### config.mk
export PLATFORM = sky130hd
export DESIGN_NAME = approx_err_monitor
export DESIGN_NICKNAME = d
export VERILOG_FILES = /design/src/rtl/approx_err_monitor.sv
export SDC_FILE = /design/constraint.sdc
export NUM_CORES = 1
export LEC_CHECK = 0
export CORE_UTILIZATION = 33
export DETAILED_ROUTE_END_ITERATION = 6
export PLACE_DENSITY = 0.62
export SYNTH_ARGS = -nofsm -noshare
export SYNTH_HDL_FRONTEND = slang
export SYNTH_SLANG_ARGS = --single-unit
### constraint.sdc
create_clock -name clk -period 16.7 [get_ports clk]
set_clock_uncertainty 0.1 [all_clocks]
set_input_delay 5.01 -clock clk [delete_from_list [all_inputs] [get_ports clk]]
set_output_delay 5.01 -clock clk [all_outputs]
set_load 0.01 [all_outputs]
### src/rtl/approx_err_monitor.sv
// approx_err_monitor: measures error statistics of an approximate adder over a run of samples
module approx_err_monitor #(
  parameter int WIDTH = 8,
  parameter int CNT_W = 16,
  parameter int ACC_W = 24
) (
  input  logic               clk,
  input  logic               rst,
  input  logic               start,
  input  logic [CNT_W-1:0]   num_samples,
  input  logic               in_valid,
  output logic               in_ready,
  input  logic [WIDTH-1:0]   IN1,
  input  logic [WIDTH-1:0]   IN2,
  input  logic [WIDTH:0]     approx_sum,
  output logic               busy,
  output logic               done,
  output logic [CNT_W-1:0]   err_count,
  output logic [CNT_W-1:0]   sample_count,
  output logic [ACC_W-1:0]   abs_err_sum,
  output logic [WIDTH:0]     max_abs_err,
  output logic [WIDTH-1:0]   worst_IN1,
  output logic [WIDTH-1:0]   worst_IN2
);
  // sum width wide enough for either operand plus a carry, so saturation is detected for any ACC_W
  localparam int SW = (ACC_W > WIDTH + 1 ? ACC_W : WIDTH + 1) + 1;
  typedef enum logic [1:0] {IDLE, RUN, DRAIN, DONE} state_t;
  state_t state, state_nx;
  logic [CNT_W-1:0] target, accepted;
  logic drain_cnt, hs, go, s1_v;
  logic [WIDTH:0] exact, abs_err, s1_err;
  logic [WIDTH-1:0] s1_a, s1_b;
  logic [SW-1:0] sum_w;
  assign go = start && (state == IDLE || state == DONE);
  assign hs = in_valid && in_ready;
  assign exact = {1'b0, IN1} + {1'b0, IN2};
  assign abs_err = exact >= approx_sum ? exact - approx_sum : approx_sum - exact;
  assign sum_w = SW'(abs_err_sum) + SW'(s1_err);
  // state register
  always_ff @(posedge clk)
    if (rst) state <= IDLE;
    else state <= state_nx;
  // next state: start wins in IDLE/DONE, final handshake drains, two drain cycles empty the pipeline
  always_comb begin
    state_nx = go ? (num_samples == '0 ? DONE : RUN)
             : (state == RUN && hs && accepted + CNT_W'(1) == target) ? DRAIN
             : (state == DRAIN && drain_cnt) ? DONE : state;
  end
  // status outputs decoded from state
  always_comb begin
    in_ready = state == RUN && accepted < target;
    busy = state == RUN || state == DRAIN;
    done = state == DONE;
  end
  // run length capture, handshake counting and drain timing
  always_ff @(posedge clk)
    if (rst) begin
      target <= '0;
      accepted <= '0;
      drain_cnt <= 1'b0;
    end else begin
      if (go) begin
        target <= num_samples;
        accepted <= '0;
      end else if (hs) accepted <= accepted + CNT_W'(1);
      drain_cnt <= state == DRAIN ? ~drain_cnt : 1'b0;
    end
  // stage 1: register the absolute error and operands of each accepted sample
  always_ff @(posedge clk)
    if (rst) begin
      s1_v <= 1'b0;
      s1_err <= '0;
      s1_a <= '0;
      s1_b <= '0;
    end else begin
      s1_v <= hs;
      if (hs) begin
        s1_err <= abs_err;
        s1_a <= IN1;
        s1_b <= IN2;
      end
    end
  // stage 2: accumulate statistics; a new run clears them, ties keep the earlier worst case
  always_ff @(posedge clk)
    if (rst || go) begin
      err_count <= '0;
      sample_count <= '0;
      abs_err_sum <= '0;
      max_abs_err <= '0;
      worst_IN1 <= '0;
      worst_IN2 <= '0;
    end else if (s1_v) begin
      sample_count <= sample_count + CNT_W'(1);
      if (s1_err != '0) err_count <= err_count + CNT_W'(1);
      abs_err_sum <= sum_w > SW'({ACC_W{1'b1}}) ? '1 : sum_w[ACC_W-1:0];
      if (s1_err > max_abs_err) begin
        max_abs_err <= s1_err;
        worst_IN1 <= s1_a;
        worst_IN2 <= s1_b;
      end
    end
endmodule

==> run_results.csv <==
group,metric,value,unit
final_layout,final_core_util,42.9,%
power,total_power,963,µW
critical_path,critPathLaunch,"IN2[0]",
global_route,grt_overflow,0,
flow_run,cap_violations,0,
global_route,top_usage_layer,"met2",
timing,hold_violations,0,
final_layout,nFillCells,2485,
logic_synthesis,seq_area_frac_synth,34.0,%
critical_path,rrSetupSlack,13.04,ns
detailed_routing,drt_iter0_drc,411,
critical_path,crit_path_start_kind,"primary input",
critical_path,crit_arrival,9.46,ns
detailed_routing,ant_nets,0,
logic_synthesis,yosysMostFrequentCell,"dfxtp_1",
clock_tree,cts_root_buffer,"clkbuf_16",
die,ios,129,
clock_tree,holdBufCountCts,0,
global_route,grt_max_degree,86,
clock_tree,cts_max_path_buffers,2,
die,core_area,24600,µm²
min_path,hold_path.class,"reg -> reg",
timing,max_freq,0.108,GHz
logic_synthesis,ys.flop_type,"dfxtp_1",
placement,place.port_buffers,128,
timing,setup_viol_count_final,0,
logic_synthesis,synth-edff-count,0,
clock_tree,clkTransAtPathRegs,0.06,ns
final_layout,diodes,0,
detailed_routing,drc,0,
placement,dpl_worst_slack,7.05,ns
timing,maxSlewHeadroom,33.4,%
global_route,grt_pass1_wl,36.2,mm
critical_path,crit_end,"s1_err[8]",
logic_synthesis,synth_top_area_share,34.0,%
final_layout,final-seq-area,2840,µm²
clock_tree,cts_htree_levels,4,
global_route,met1_usage,24.3,%
global_route,grt_pass1_vias,7148,
critical_path,r2r-start,"accepted[5]",
logic_synthesis,synth_common_cells,"142 x dfxtp_1, 118 x nand2_1, 115 x a21oi_1",
logic_synthesis,ys_types,70,
logic_synthesis,avgSynthCellArea,8.04,µm²
final_layout,area_delta_synth_final,26.1,%
run_status,status,"finished, final reports clean",
timing,period_needed,9.25,ns
critical_path,worstPathRequired,16.91,ns
logic_synthesis,syn_area,8370,µm²
die,num_rows,57,
timing,grt_setup_unrepaired,"no",
logic_synthesis,synthArstFlopShare,0,%
die,start_util,34.0,%
logic_synthesis,synth_top_cell_by_area,"dfxtp_1",
die,die_area,26000,µm²
clock_tree,clock_insertion_delay_worst_skew,0.42,ns
clock_tree,numCtsBuffers,17,
final_layout,nets,1258,
logic_synthesis,synthTopCellsByArea,"dfxtp_1 34%, ha_1 9.7%, a21oi_1 6.9%",
logic_synthesis,yosys_warnings,0,
power,cellLeakagePower,3.88,nW
final_layout,multi_input_area,5090,µm²
clock_tree,cts_tree,"done",
logic_synthesis,synth_cells,1041,
placement,gp_congestion,0.897,
critical_path,crit_type,"in -> reg",
detailed_routing,viasPerCell,5.15,
power,peakVddDrop,0.0000600,V
global_route,antenna_found_initial,0,
clock_tree,cts-resized-gates,0,
detailed_routing,drt_pass1_iterations,4,
global_route,gr-usage-met2,26.1,%
die,die_h,161,µm
detailed_routing,drt_wl_total,22.0,mm
clock_tree,clkSinkCount,142,
global_route,grtUsageTotal,17.2,%
logic_synthesis,ys_ff_latch,142,
die,die_w,161,µm
detailed_routing,vias,7630,
final_layout,drive_above_1_share,4.75,%
global_route,grt_util_met3,3.49,%
logic_synthesis,syn_nets,1155,
timing,tns,0,ns
timing,finalWorstSetupSlack,7.45,ns
clock_tree,postCtsSetupBuffers,0,
timing,worst_pin_slew,1.00,ns
critical_path,cp_max_fo,10,
timing,maxSlewViolCount,0,
critical_path,critPathCaptureType,"register",
critical_path,reg2reg_to,"accepted[4]",
critical_path,r2r_cells,9,
placement,dp.final_hpwl,15.9,mm
timing,fin_crit_sh,55.4,%
power,powerDensity,91.2,nW/µm²
detailed_routing,wl_per_cell,14.8,µm
## layout by cell type (no fill, tap or decap), types with 7 or more instances in the layout
master	n
a211oi_1	14
a21o_1	12
a21oi_1	114
a31oi_1	9
and2_1	12
and3_1	16
buf_4	7
clkbuf_16	17
clkdlybuf4s50_1	127
dfxtp_1	142
ha_1	65
inv_1	69
mux2i_1	11
nand2_1	118
nand3_1	39
nand4_1	18
nor2_1	70
nor2b_1	7
nor3_1	13
o211ai_1	9
o21ai_0	53
or3_1	14
or4_1	9
xnor2_1	40
xor2_1	29
## routing by layer
layer / vias up / share of wire [%]
met1: 3546 / 50
met2: 182 / 43
met5: - / 0
met4: 0 / 1.3
li1: 3886 / -
met3: 16 / 5.3
## layout make-up
class                   instances  share of cell area [%]
multi-input cells             779                    48.2
flip-flops and latches        142                    26.9
repair buffers                135                    12.6
clock buffers                  19                    4.29
inverters                      69                    2.45
clock inverters                13                    1.68
well taps                     324                    3.84
## critical path, cell delays in order
cell and delay, ns:
clkdlybuf4s50_1 0.49, ha_1 0.17, inv_1 0.06, fa_1 0.40, inv_1 0.09, a21oi_1 0.07
o21bai_1 0.21, a21oi_1 0.10, o21bai_1 0.21, xor2_1 0.22, ha_1 0.36, a21oi_1 0.18
o21ai_0 0.16, o211ai_1 0.50, and2_0 0.47, o311ai_0 0.26, and3_1 0.20, a311o_1 0.30
## per-stage QoR
step	cells	hold WS, ns	instance area (µm²)
finish	1481	0.349	10600
global route	1481	0.379	10600
CTS	1481	0.349	10600
detailed placement	1449	0.339	9920
global placement	1449	0.333	9920
floorplan	1041	0.322	8370
## state kept, by name, summed over array words and instances, names as in the netlist, 8 cells and up
signal and count:
abs_err_sum 24, accepted 16, err_count 16, sample_count 16, target 16, max_abs_err 9
s1_err 9, s1_a 8, s1_b 8, worst_IN1 8, worst_IN2 8
## where the power goes
group | internal, mW | switching (mW) | total [mW]
Clock | 0.247 | 0.160 | 0.407
Combinational | 0.0789 | 0.113 | 0.192
Sequential | 0.351 | 0.0130 | 0.364
## cells by family (layout without fill, tap and decap cells)
| group | after synthesis | count (layout) | synth area share, % |
|---|---|---|---|
| flops | 142 | 142 | 34.0 |
| compound gates | 271 | 271 | 19.8 |
| xor+xnor | 69 | 69 | 7.22 |
| fa+ha+maj | 69 | 69 | 10.7 |
| mux | 14 | 14 | 1.72 |
| buf+inv | 120 | 236 | 5.50 |
| simple gates | 356 | 356 | 21.1 |
## worst min-delay path by stage
stage	from	endpoint	slack (ns)	cells past startpoint
after floorplan	drain_cnt	drain_cnt	0.32	1
after global placement	drain_cnt	drain_cnt	0.33	1
after detailed placement	drain_cnt	drain_cnt	0.34	1
after CTS	drain_cnt	drain_cnt	0.35	1
after global routing	s1_b[7]	s1_b[7]	0.38	2
final	drain_cnt	drain_cnt	0.35	1
(Power assumes the default switching activity.)
